### config.mk
export PLATFORM = sky130hd
export DESIGN_NAME = sink_arbiter
export DESIGN_NICKNAME = d
export VERILOG_FILES = /design/src/rtl/sink_arbiter_pkg.sv /design/src/rtl/sink_arbiter_rr_pick.sv /design/src/rtl/sink_arbiter.sv
export SDC_FILE = /design/constraint.sdc
export NUM_CORES = 1
export LEC_CHECK = 0
export BUFFER_PORTS_ARGS = -buffer_cell sky130_fd_sc_hd__buf_4
export CAP_MARGIN = 20
export CORE_MARGIN = 2
export CORE_UTILIZATION = 40
export CTS_BUF_LIST = sky130_fd_sc_hd__clkbuf_16
export DETAILED_ROUTE_END_ITERATION = 7
export SYNTH_ARGS = -nofsm -noshare
export SYNTH_HDL_FRONTEND = slang
export SYNTH_SLANG_ARGS = --single-unit
### constraint.sdc
create_clock -name clk -period 3.2 [get_ports clk]
set_input_delay 0.64 -clock clk [delete_from_list [all_inputs] [get_ports clk]]
set_output_delay 0.64 -clock clk [all_outputs]
set_load 0.05 [all_outputs]
### src/rtl/sink_arbiter_pkg.sv
// rtl/sink_arbiter_pkg.sv - shared constants and index helpers for the sink arbiter
package sink_arbiter_pkg;

  // Width of the consecutive-grant counter; bounds BURST at 255.
  localparam int RUN_W     = 8;
  localparam int MAX_PORTS = 16;
  localparam int MAX_BURST = (1 << RUN_W) - 1;

  // Round-robin step that wraps at the real port count, not at 2**PTR_W,
  // so unused index codes are never produced.
  function automatic int wrap_add(input int base, input int step, input int ports);
    int s;
    s = base + step;
    if (s >= ports) s = s - ports;
    return s;
  endfunction

endpackage

### src/rtl/sink_arbiter_rr_pick.sv
// rtl/sink_arbiter_rr_pick.sv - combinational round-robin winner select with burst lock
module sink_arbiter_rr_pick
  import sink_arbiter_pkg::*;
#(
  parameter int PORTS = 4,
  parameter int PTR_W = 2
) (
  input  logic [PORTS-1:0] req_i,
  input  logic [PTR_W-1:0] start_i,
  input  logic             lock_en_i,
  input  logic [PTR_W-1:0] lock_idx_i,
  output logic [PTR_W-1:0] win_o,
  output logic             found_o
);

  logic [PTR_W-1:0] cand;

  // Locked source keeps the grant while it still requests; otherwise scan
  // start+1 .. start (inclusive) and take the first requester.
  always_comb begin
    win_o   = '0;
    found_o = 1'b0;
    cand    = '0;
    if (lock_en_i && req_i[lock_idx_i]) begin
      win_o   = lock_idx_i;
      found_o = 1'b1;
    end else begin
      for (int k = 1; k <= PORTS; k++) begin
        cand = PTR_W'(wrap_add(int'(start_i), k, PORTS));
        if (!found_o && req_i[cand]) begin
          win_o   = cand;
          found_o = 1'b1;
        end
      end
    end
  end

endmodule

### src/rtl/sink_arbiter.sv
// rtl/sink_arbiter.sv - round-robin merge of several req/busy sources into one registered sink
`ifndef SIZE
`define SIZE 8
`endif

module sink_arbiter
  import sink_arbiter_pkg::*;
#(
  parameter int id    = -1,
  parameter int PORTS = 4,
  parameter int PTR_W = 2,
  parameter int BURST = 1
) (
  input  logic                    clk,
  input  logic                    reset,
  input  logic [PORTS-1:0]        req_in,
  input  logic [PORTS*`SIZE-1:0]  data_in,
  output logic [PORTS-1:0]        busy_out,
  output logic                    req_out,
  output logic [`SIZE-1:0]        data_out,
  input  logic                    busy_in
);

  // Reject parameter sets the index arithmetic cannot support.
  if (PORTS < 2 || PORTS > MAX_PORTS) begin : g_bad_ports
    $error("sink_arbiter: PORTS out of range");
  end
  if ((1 << PTR_W) < PORTS) begin : g_bad_ptr
    $error("sink_arbiter: PTR_W too narrow for PORTS");
  end
  if (BURST < 1 || BURST > MAX_BURST) begin : g_bad_burst
    $error("sink_arbiter: BURST out of range");
  end
  if (id < -1) begin : g_bad_id
    $error("sink_arbiter: id must be -1 or a non-negative instance number");
  end

  logic             req_q,  req_d;
  logic [`SIZE-1:0] data_q, data_d;
  logic [PTR_W-1:0] last_q, last_d;
  logic [RUN_W-1:0] run_q,  run_d;

  logic             accept_en;
  logic             accept;
  logic             lock_en;
  logic [PTR_W-1:0] win;
  logic             found;

  assign accept_en = !reset && (!req_q || !busy_in);
  assign lock_en   = (run_q != '0) && (run_q < RUN_W'(BURST));
  assign accept    = accept_en && found;

  sink_arbiter_rr_pick #(
    .PORTS (PORTS),
    .PTR_W (PTR_W)
  ) u_pick (
    .req_i      (req_in),
    .start_i    (last_q),
    .lock_en_i  (lock_en),
    .lock_idx_i (last_q),
    .win_o      (win),
    .found_o    (found)
  );

  // Only the source being accepted this cycle sees busy low; reset holds all busy.
  always_comb begin
    busy_out = '1;
    if (accept) busy_out[win] = 1'b0;
  end

  // Next state: accept overwrites the stage (also covers drain+accept), drain alone empties it.
  always_comb begin
    req_d  = req_q;
    data_d = data_q;
    last_d = last_q;
    run_d  = run_q;
    if (accept) begin
      req_d  = 1'b1;
      data_d = data_in[int'(win)*`SIZE +: `SIZE];
      last_d = win;
      if (win == last_q && run_q < RUN_W'(BURST)) run_d = run_q + RUN_W'(1);
      else                                       run_d = RUN_W'(1);
    end else if (req_q && !busy_in) begin
      req_d = 1'b0;
    end
  end

  // State register; reset discards any held word and restarts priority at port 0.
  always_ff @(posedge clk) begin
    if (reset) begin
      req_q  <= 1'b0;
      data_q <= '0;
      last_q <= PTR_W'(PORTS - 1);
      run_q  <= '0;
    end else begin
      req_q  <= req_d;
      data_q <= data_d;
      last_q <= last_d;
      run_q  <= run_d;
    end
  end

  assign req_out  = req_q;
  assign data_out = data_q;

endmodule

==> Word-level counts from Yosys, hierarchy flattened <==
Cells that the tools add are included.
{ "word_totals": {"reg_bits": 19, "latchBits": 0, "ramBits": 0, "romBits": 0, "output_inout_bits": 13, "wordCells": 84, "n_memories": 0} }
{ "classes": {"n_addsub": 9, "multipliers": 0, "div_mod_pow": 0, "n_lt_le_gt_ge": 12, "n_eq_ne": 1, "n_shift": 1, "n_mux": 37, "bitwise": 1, "n_reduce_logical": 19} }
{ "op_table": {"columns": ["op", "n"], "rows": [
  ["$shiftx 32x6->8", 1],
  ["$mux 2", 13],
  ["$lt 2x3->1 const B", 6],
  ["$mux 1", 16],
  ["$bmux 1 s2", 5],
  ["$logic_and 1x1->1", 10],
  ["$ge 3x3->1 const B", 3],
  ["$add 8x1->8 const B", 1],
  ["$lt 8x1->1 const B", 1],
  ["$mux 8", 1],
  ["$reduce_bool 8->1", 1],
  ["$sub 2x1->2 const B", 4],
  ["$add 2x2->3 const B", 2],
  ["$logic_not 1->1", 6],
  ["$add 2x3->4 const B", 1],
  ["$ge 4x3->1 const B", 1],
  ["$mux 4", 1],
  ["$not 4->4", 1],
  ["$add 2x1->3 const B", 1],
  ["$demux 1 s2", 1],
  ["$eq 2x2->1", 1],
  ["$ge 2x1->1 const B", 1],
  ["$reduce_bool 2->1", 1],
  ["$logic_or 1x1->1", 1]
]} }

==> Longest topological paths before layout <==
Gate-level depths: netlist of run 1.
{ "logic_depth": {"depth_word": 26, "mapped_depth": 9, "mapped_depth_nobuf": 8} }

==> Hierarchy <==
From an unflattened synthesis of run 1, not the netlist that was laid out.
{ "hier_totals": {"hier_cells": 109, "area_unflattened_um2": 918.4} }
{ "modules_own_cells": {"columns": ["module", "instances", "cells_per_inst", "area_each_um2", "seq_area_each_um2"], "rows": [
  ["sink_arbiter", 1, 67, 635.6, 220.2],
  ["sink_arbiter_rr_pick", 1, 42, 282.8, 0.0]
]} }

==> Worst setup path before layout of run 1 <==
OpenSTA, ideal clock, no wires.
{ "synth_path": {"path_type": "input-to-output", "start": "input port req_in[1]", "end": "output port busy_out[0]", "arrival_ps": 2388, "required_ps": 2560, "setup_slack_ps": 172, "cell_stages": 7, "path_cell_list": "buf_2 -> or3b_2 -> a21oi_1 -> o21bai_1 -> a211o_1 -> clkbuf_1 -> or2_2"} }
{ "synth_between": {"elab_chain_len": 22} }
{ "synth_rtl": {"columns": ["item", "line_no", "rtl"], "rows": [
  ["from (decl)", "sink_arbiter.sv:16", "input logic [PORTS-1:0] req_in,"],
  ["$bmux 1 s2", "sink_arbiter_rr_pick.sv:30", "if (!found_o && req_i[cand]) begin"],
  ["$mux 1 (not written as such)", "sink_arbiter_rr_pick.sv:30", null],
  ["$mux 1", "sink_arbiter_rr_pick.sv:30", null],
  ["$mux 1", "sink_arbiter_rr_pick.sv:24", "if (lock_en_i && req_i[lock_idx_i]) begin"],
  ["$logic_not 1->1", "sink_arbiter_rr_pick.sv:30", null],
  ["$logic_and 1x1->1", "sink_arbiter_rr_pick.sv:30", null],
  ["$mux 1", "sink_arbiter_rr_pick.sv:30", null],
  ["$mux 1", "sink_arbiter_rr_pick.sv:24", null],
  ["(+6 left out)", null, null],
  ["$mux 2", "sink_arbiter_rr_pick.sv:30", null],
  ["$mux 2", "sink_arbiter_rr_pick.sv:24", null],
  ["$lt 2x3->1 (not written as such) / $ge 2x1->1 (equally long branches)", "sink_arbiter.sv:68", "if (accept) busy_out[win] = 1'b0;"],
  ["$logic_and 1x1->1 (not written as such)", "sink_arbiter.sv:68", null],
  ["$mux 1 (not written as such)", "sink_arbiter.sv:68", null],
  ["$demux 1 s2", "sink_arbiter.sv:68", null],
  ["$not 4->4 (no line)", null, null],
  ["$mux 4 *", "sink_arbiter.sv:68", null],
  ["to (decl)", "sink_arbiter.sv:18", "output logic [PORTS-1:0] busy_out,"]
]} }
Mark *: on every way between the ends. The rest lies on a longest branch, timed or not. The select of a mux whose other input is x is not followed.

==> Worst setup path in the final report of run 1 <==
{ "layout_path": {"start": "register run_q[1]", "end": "output port busy_out[0]"} }
{ "layout_between": {"elab_chain_len": 10} }
{ "layout_rtl": {"columns": ["item", "line_no", "rtl"], "rows": [
  ["from (decl)", "sink_arbiter.sv:41", "logic [RUN_W-1:0] run_q, run_d;"],
  ["from (signal assigned)", "sink_arbiter.sv:99", "run_q <= run_d;"],
  ["$lt 8x1->1 / $reduce_bool 8->1 (equally long branches)", "sink_arbiter.sv:50", "assign lock_en = (run_q != '0) && (run_q < RUN_W'(BURST));"],
  ["$logic_and 1x1->1 *", "sink_arbiter.sv:50", null],
  ["$logic_and 1x1->1 *", "sink_arbiter_rr_pick.sv:24", null],
  ["$mux 2", "sink_arbiter_rr_pick.sv:24", null],
  ["$lt 2x3->1 (not written as such) / $ge 2x1->1 (equally long branches)", "sink_arbiter.sv:68", null],
  ["$logic_and 1x1->1 (not written as such)", "sink_arbiter.sv:68", null],
  ["$mux 1 (not written as such)", "sink_arbiter.sv:68", null],
  ["$demux 1 s2", "sink_arbiter.sv:68", null],
  ["$not 4->4 (no line)", null, null],
  ["$mux 4 *", "sink_arbiter.sv:68", null]
]} }
Mark *: on every way between the ends. The rest lies on a longest branch, timed or not.

==> metrics, run 1 <==
Inserted Clock Buffers 3; internal power 0.749 mW; warnings from Yosys 0; CP bufs+invs 2; Slowest cell on crit path or4b_4; Crit Path Class reg2out; Switching Fraction roughly 43%; Critical Path, Cell by Cell inv_1 > ha_1 > or4b_4 > a211oi_2 > o21bai_1 > a211o_1 > or2_4 > buf_8; CP max FO 4; share of total power in the clock network 20.2%; PD cells 516 nW/um2; Fin Setup TNS 0 ps; # H-tree levels 1; Post-Syn Area about 1900 um2; antenna fix cells 0; instance count of the mapped netlist 250; Comb pwr share 56.9%; met3 WL 311 um; CTS root buf clkbuf_16; Worst path top cell family by delay simple AND/OR/NAND/NOR gates; Pwr Total 1.32 mW; EDFF count, synth 0; largest net degree at the start of global routing 18; Fin Hold WS 474 ps; unrepaired setup endpoints after global routing no; Setup Skew 4.72 ps; status complete, no violations; Critical Path AT 2440 ps; Distinct cells, synth 54; most frequent cells in the layout 73 x buf_4, 38 x nand2_1, 23 x nor2_1; Peak VDD IR 275 uV; io pins between 50 and 60; Max-slew headroom between 30% and 40%; max-slew violation count 0; final period utilization 96.2%; total track usage 23.9%; DR top layer met4; clk_lat worst skew 260 ps; number of remaining DRC errors 0; CTS Buffer Depth 2; clock-pin slew on the worst setup and hold paths 60 ps; 1st-iter DRT viols 173; die area around 5200 um2; wire length per cell approximately 16 um; CTS tree yes; clock sinks 19; M1 WL between 2 and 3 mm; vias in the first global route about 2000; net switching power 0.574 mW; number of vias in the routed layout around 2200; row cnt 24; Seq pwr share 23.0%; CP required 2560 ps; PortBufs 51; first-pass GRT wire length 9.87 mm; worst slew pin tran 958 ps; Final Hold Viols 0; Area Growth Syn to Fin 37.1%; gr ovfl total 0; DRT Pass-1 Iters 4; Die Y 72.3 um; critical path launch point type flop; post-layout util 58.0%; initial core utilization 42.3%; Cells after DPL approximately 360; syn_area_per_cell 7.47 um2; total wire length 5.99 mm; die width 72.3 um; Fmax 0.325 GHz; most common cell after layout, fill and taps aside buf_4; non-filler instance count after layout 365; max_cap viols 0; routed vias/inst 5.96; CP max stage delay 490 ps; final net count 356; Hold Path Class reg2reg; Final HPWL DP 4.36 mm; crit end category output port; initial antenna violation count 0; Post-Synthesis Net Count 292; layout cell share with drive strength beyond 1 33.5%; core area 4410 um2; LEAKAGE approximately 1.0 nW; remaining antenna violation count 0; Placer Congestion 0.855; Seq/Total Area, Yosys 20.4%; Setup violations, final 0; Main synth FF type dfxtp_1; Seq cells post-synth 19; metal2 WL 2.73 mm; asr flop ratio synth 0%; Final min period 3080 ps
[layout make-up]
class / instances / area [um2]
inverter: 4 / 15.0
fill: 422 / 1850
tap: 52 / 65.1
multi-input combinational: 211 / 1440
clock inverter: 1 / 5.00
sequential: 19 / 384
timing repair buffer: 75 / 578
clock buffer: 3 / 75.1
[registers in the layout, summed over array words and instances (netlist names)]
signal and cells:
data_out 8, req_out 1, last_q 2, run_q 8
[final timing paths]
path / cells past startpoint / endpoint / start / slack [ps]
max: 8 / busy_out[0] / run_q[1] / 120
min: 2 / run_q[1] / run_q[1] / 470
max reg2reg: 9 / data_out[4] / run_q[1] / 560
min reg2reg: 2 / run_q[1] / run_q[1] / 470
[kinds of logic after synthesis]
group                      count (synthesis)  synth area share, %
muxes                                      4                 2.21
buffers and inverters                     20                 4.62
xor gates and xnor gates                   5                 2.34
AOI/OAI and AO/OA                         90                 38.1
adders and majority gates                  3                 2.01
and+or+nand+nor                          109                 30.3
DFF                                       19                 20.4
[cell usage after synthesis, drive strengths merged, types with 8 or more instances]
master / instances / area (um2)
o311ai: 9 / 78.8
a21oi: 16 / 80.1
a211oi: 10 / 75.1
a211o: 11 / 96.3
nand2: 38 / 143
o221ai: 17 / 166
dfxtp: 19 / 380
o22ai: 9 / 56.3
nor2: 25 / 101
buf: 10 / 48.8
nor3: 8 / 40.0
[through the flow]
step	cell area, um2	worst slack [ps]
detailed placement	2390	139
global placement	2390	168
floorplan	1870	172
finish	2560	122
CTS	2530	7.28
global route	2560	13.0
[metal layers]
layer  track usage (%)  vias to the layer above
met3              3.06                        7
met4              7.97                        0
met5                 0                        -
met1              35.2                     1008
met2              35.6                       58
li1                  -                     1104
[power by group through the flow]
stage / Sequential, mW / Combinational [mW] / Clock [mW]
finish: 0.304 / 0.752 / 0.267
detailed placement: 0.307 / 0.711 / 0
global route: 0.310 / 0.814 / 0.279
global placement: 0.308 / 0.711 / 0
floorplan: 0.396 / 0.384 / 0
CTS: 0.303 / 0.734 / 0.269
[tightest hold or removal path: stages (launching register included)]
cell and delay (ps):
dfxtp_2 330, nand2_1 50, a21oi_1 50
[repair_timing]
action	4_1_cts	5_1_grt
hold endpoints to repair	0	0
cloned	0	0
endpoints found under the setup margin	4	4
setup buffers	3	1
hold buffers	0	0
pin swaps	5	4
gates resized for setup	11	5
Power figures use the tool's default switching activity.
==> inputs of run 2 (changes only) <==
Settings changed: BUFFER_PORTS_ARGS -buffer_cell sky130_fd_sc_hd__buf_4 to default, CTS_CLUSTER_SIZE from default to 25, DONT_BUFFER_PORTS from default to 1.
==> run 2 against run 1 <==
- critical path depth rose by 1
- power down 11%
- clock-buffer cell count unchanged
- design area down 17%
- register-to-register slack got worse by 170 ps
- wire length decreased by 5.2%
- utilization decreased by 10 points
- clock power shrank 5%
- via count fell by 6.5%
- fmax shrank 0.23%
- global-route usage fell by 2.5 points
==> metrics, run 2 (synthesis gave the netlist of run 1 again) <==
PortBufs 0 (-100%); clock-pin slew on the worst setup and hold paths 50 ps (about the same); CP required 2560 ps (about the same); Fmax 0.324 GHz (-0.23%); first-pass GRT wire length 9.15 mm (-7.3%); net switching power 0.523 mW (-8.8%); Finished Cell Area 2110 um2 (-17%); routed vias/inst 6.61 (+11%); Crit Path Class reg2out; Switching Fraction 44.6% (+1.2 points); total wire length 5.67 mm (-5.2%); final net count 299 (-16%); min-delay src reset; wire length per cell 18.4 um (+12%); core area 4410 um2 (unchanged); status complete, no violations; Cells after DPL 300 (-16%); total track usage 21.4% (-2.5 points); layout cell share with drive strength beyond 1 18.4% (-15 points); number of vias in the routed layout 2036 (-6.5%); post-layout util 47.9% (-10 points); Die Y 72.3 um (unchanged); Setup violations, final 0 (unchanged); critical path launch point type flop; CP max FO 5 (+1); Area Growth Syn to Fin 13.1%; antenna fix cells 0 (unchanged); remaining antenna violation count 0 (unchanged); io pins 52 (unchanged); Peak VDD IR 283 uV (+3.0%); non-filler instance count after layout 308 (-16%); initial core utilization 42.3% (unchanged); Final min period 3090 ps (+6.95 ps); R2R Path Start run_q[1]; Max-slew headroom 29.7% (-6.0 points); Fin Setup TNS 0 ps (unchanged); Seq pwr share 34.7% (+12 points); clk_lat worst skew 250 ps (about the same); max-slew violation count 0 (unchanged); PD cells 555 nW/um2 (+7.5%); # H-tree levels 1 (unchanged); worst slew pin tran 1050 ps (+89.2 ps); Placer Congestion 0.837 (-2.1%); die width 72.3 um (unchanged); Setup Skew 4.02 ps (-0.695 ps); vias in the first global route 1839 (-6.3%); most frequent cells in the layout 38 x nand2_1, 23 x nor2_1, 17 x dfxtp_1, 17 x buf_4, 16 x o221ai_1; row cnt 24 (unchanged); internal power 0.650 mW (-13%); 1st-iter DRT viols 167 (-3.5%); final period utilization 96.4% (+0.22 points); initial antenna violation count 0 (unchanged); unrepaired setup endpoints after global routing no; fillers 451 (+6.9%); number of remaining DRC errors 0 (unchanged); CTS tree yes; largest net degree at the start of global routing 18 (unchanged); LEAKAGE 0.758 nW (-27%); Critical Path AT 2450 ps (about the same); clock sinks 19 (unchanged); most common cell after layout, fill and taps aside nand2_1; crit end category output port; CTS Buffer Depth 2 (unchanged); DRT Pass-1 Iters 4 (unchanged); gr ovfl total 0 (unchanged); share of total power in the clock network 21.6% (+1.4 points); post-placement cell area 1970 um2 (-18%); Hold Path Class in2reg; Comb pwr share 43.7% (-13 points); die area 5230 um2 (unchanged); Final HPWL DP 4.14 mm (-5.0%); Final Hold Viols 0 (unchanged); Inserted Clock Buffers 3 (unchanged); Worst Setup SP run_q[1]; CTS root buf clkbuf_16; max_cap viols 0 (unchanged)
==> run 2: area by class of cell <==
class	instances	area, um2	area share, %
clock buffers	3	75.1	3.55
clock inverters	1	3.75	0.178
flip-flops and latches	19	385	18.2
well taps	52	65.1	3.08
multi-input cells	211	1430	67.7
repair buffers	18	139	6.57
inverters	4	15.0	0.710
==> run 2: what timing repair did <==
action,in CTS,in global routing
resized for setup,3,10
hold buffers,0,0
buffers inserted,0,4
pin swaps,0,3
endpoints found under the setup margin,2,4
==> run 2: power groups by stage <==
stage / sequential, mW / combinational [mW] / clock (mW)
finish: 0.407 / 0.512 / 0.253
global route: 0.413 / 0.560 / 0.266
CTS: 0.408 / 0.484 / 0.258
detailed placement: 0.413 / 0.479 / 0
global placement: 0.413 / 0.473 / 0
floorplan: 0.396 / 0.384 / 0
==> run 2: final timing paths <==
path / end / slack, ps / cells past startpoint
hold / removal: run_q[1] / 450 / 1
hold reg to reg: run_q[0] / 480 / 1
setup reg to reg: data_out[3] / 390 / 10
setup / recovery: busy_out[3] / 110 / 9
==> run 2: critical path, cell delays in order, from the launching register on <==
cell and delay, ps:
dfxtp_4 350, inv_2 50, ha_1 120, or4b_4 470, or4_4 530, o21ai_4 190, a21oi_2 70, nor2_4 170
nand2b_1 70, buf_4 180
==> run 2: metal layers <==
metal | track usage (%) | vias up | wire length [um]
met1 | 31.0 | 980 | 2560
met3 | 4.03 | 2 | 412
met4 | 3.98 | 0 | 20
met2 | 33.1 | 66 | 2680
met5 | 0 | - | 0
li1 | - | 988 | -
==> run 2: metrics by stage <==
stage / worst slack, ps / total power [mW] / hold WS, ps
after floorplan: 172 / 0.780 / 457
after global placement: 256 / 0.885 / 473
after detailed placement: 216 / 0.891 / 476
after CTS: 58.8 / 1.15 / 456
after global routing: 13.6 / 1.24 / 455
final: 115 / 1.17 / 455
==> inputs of run 3 (changes only) <==
Settings changed: ABC_AREA from default to 1.
==> run 3 against run 2 <==
- design area shrank 25%
- first-iteration DRC count decreased by 84%
- fmax increased by 4.9%
- combinational power is 140% higher
- clock skew hardly changed
- global-route usage fell by 5.7 points
- clock-buffer cell count did not move
- utilization is 4.1 points lower
- die area decreased by 19%
- final cell count fell by 1.6%
- worst hold slack lost 14 ps
- setup slack better by 150 ps
- critical endpoint unchanged
- largest power group unchanged
==> metrics, run 3 <==
CTS Buffer Depth 2 (unchanged); unrepaired setup endpoints after global routing no; Hold Path Depth 2 (+1); Critical Path, Cell by Cell inv_1 > ha_1 > nand4_1 > nor2_1 > nand3_1 > nand2_1 > nand2_2 > nand2_4 > inv_1 > nand2_1; Hold Path Class reg2reg; synth cell count leaders 97 x nand2_1, 49 x inv_1, 36 x nand3_1; Placer Congestion 0.831 (-0.68%); max-slew violation count 0 (unchanged); CP max FO 22 (+17); number of remaining DRC errors 0 (unchanged); status complete, no violations; gr ovfl total 0 (unchanged); most area-consuming cells after synthesis dfxtp_1 26%, nand2_1 25%, inv_1 12%; clock-pin slew on the worst setup and hold paths 50 ps (about the same); vias in the first global route 1220 (-34%); # H-tree levels 1 (unchanged); die area 4210 um2 (-19%); core area 3610 um2 (-18%); Pwr Total 2.01 mW (+72%); CTS root buf clkbuf_16; top-count cell post-synth nand2_1; antenna fix cells 0 (unchanged); routed vias/inst 4.56 (-31%); Seq/Total Area, Yosys 25.6% (+5.3 points); warnings from Yosys 0 (unchanged); EDFF count, synth 0 (unchanged); Inserted Clock Buffers 3 (unchanged); number of vias in the routed layout 1382 (-32%); Post-CTS Setup Repair Bufs 0 (unchanged); most common cell after layout, fill and taps aside nand2_1; Yosys top cell by area dfxtp_1; Post-Synthesis Net Count 299 (+2.4%); largest net degree at the start of global routing 23 (+5); final period utilization 91.9% (-4.5 points); CTS tree yes; Final min period 2940 ps (-145 ps); io pins 52 (unchanged); remaining antenna violation count 0 (unchanged); CP max stage delay 390 ps (-140 ps); Setup violations, final 0 (unchanged); Slowest cell on crit path nand2_1; reg2reg path depth 11 (+1); layout cell share with drive strength beyond 1 11.4% (-7.0 points); max_cap viols 0 (unchanged); Peak VDD IR 673 uV (+140%); Post-Syn Area 1480 um2 (-21%); first-pass GRT wire length 5.24 mm (-43%); Die Y 64.9 um (-10%); post-placement cell area 1500 um2 (-24%); Hold Buf Count CTS 0 (unchanged); PortBufs 0 (unchanged); Max-slew headroom 65.2% (+35 points); instance count of the mapped netlist 257 (+2.8%); fillers 401 (-11%); Setup Skew 4.48 ps (+0.460 ps); clock sinks 19 (unchanged); die width 64.9 um (-10%); Critical Path AT 2300 ps (-150 ps); Fin Setup TNS 0 ps (unchanged); wire length per cell 10.3 um (-44%); asr flop ratio synth 0% (unchanged); most frequent cells in the layout 96 x nand2_1, 49 x inv_1, 36 x nand3_1; Final HPWL DP 2.53 mm (-39%); Synth top area share 25.6% (+5.3 points); LEAKAGE 0.904 nW (+19%); Final Hold Viols 0 (unchanged); Seq cells post-synth 19 (unchanged); total track usage 15.6% (-5.7 points); total wire length 3.13 mm (-45%); Distinct cells, synth 24 (-56%); final net count 298 (-0.33%); initial core utilization 41.2% (-1.2 points); Fmax 0.340 GHz (+4.9%); Main synth FF type dfxtp_1; PD cells 1280 nW/um2 (+130%); crit end category output port; CP required 2560 ps (about the same); Crit Path Class reg2out; initial antenna violation count 0 (unchanged); row cnt 22 (-8.3%); clk_lat worst skew 250 ps (about the same); 1st-iter DRT viols 27 (-84%); syn_area_per_cell 5.77 um2 (-23%); DRT Pass-1 Iters 4 (unchanged); Area Growth Syn to Fin 6.41%; worst slew pin tran 521 ps (-526 ps); Finished Cell Area 1580 um2 (-25%); critical path launch point type flop
-- run 3: cell types whose count changed after synthesis, sizes merged, moves of 9 or more --
cell    before  now
nand2       38  103
a211oi      10    0
nor2        25   11
nand3        2   38
inv          4   54
o311ai       9    0
o221ai      17    0
a21oi       16    5
o22ai        9    0
a211o       11    0
-- run 3: critical path: cells and delay by family, from the launching register on --
kind	cells	cell delay [ps]
flops	1	330
fa+ha+maj	1	150
buf+inv	2	190
simple gates	7	1380
-- run 3: per-layer routing --
layer  up-vias  GRT usage [%]  routed length [um]
met2        37           26.9                1520
met3         2           4.17                 173
met4         0           2.93                  11
met5         -              0                   0
li1        772              -                   -
met1       571           19.6                1420
-- run 3: worst paths after layout --
| kind | startpoint | endpoint | slack [ps] |
|---|---|---|---|
| setup / recovery | run_q[0] | busy_out[3] | 260 |
| hold / removal | run_q[4] | run_q[4] | 440 |
| setup reg to reg | last_q[1] | last_q[0] | 1150 |
| hold reg to reg | run_q[4] | run_q[4] | 440 |
-- run 3: logic make-up (layout without fill, tap and decap cells) --
logic type,Yosys count,after routing,synth area share (%)
simple gates,164,164,50.2
fa+ha+maj,3,3,2.53
flops,19,19,25.6
compound gates,10,10,4.05
buf+inv,61,59,17.6
-- run 3: area by class of cell --
| class | instances | area [um2] | share of cell area [%] |
|---|---|---|---|
| multi-input combinational | 177 | 845 | 53.5 |
| sequential | 19 | 382 | 24.2 |
| inverter | 54 | 205 | 13.0 |
| clock buffer | 3 | 75.1 | 4.75 |
| tap | 48 | 60.1 | 3.80 |
| timing repair buffer | 1 | 7.51 | 0.475 |
| clock inverter | 1 | 5.00 | 0.317 |
-- run 3: metrics by stage --
| stage | cells | hold WS (ps) | setup WS (ps) | utilization (%) |
|---|---|---|---|---|
| 6_report | 303 | 441 | 260 | 43.8 |
| 5_1_grt | 303 | 458 | 50.2 | 43.8 |
| 4_1_cts | 303 | 444 | 134 | 43.7 |
| 3_5_place_dp | 299 | 436 | 361 | 41.5 |
| 3_3_place_gp | 299 | 434 | 398 | 41.5 |
| 2_1_floorplan | 257 | 421 | 607 | - |
-- run 3: timing repair --
action / in CTS / in global routing
setup endpoints to repair: 0 / 3
hold endpoints to repair: 0 / 0
gates resized for setup: 0 / 2
-- run 3: where the power goes --
part | total, mW | switching [mW] | internal (mW)
sequential | 0.506 | 0.199 | 0.307
combinational | 1.25 | 0.871 | 0.384
clock | 0.253 | 0.0858 | 0.167
total | 2.01 | 1.16 | 0.858
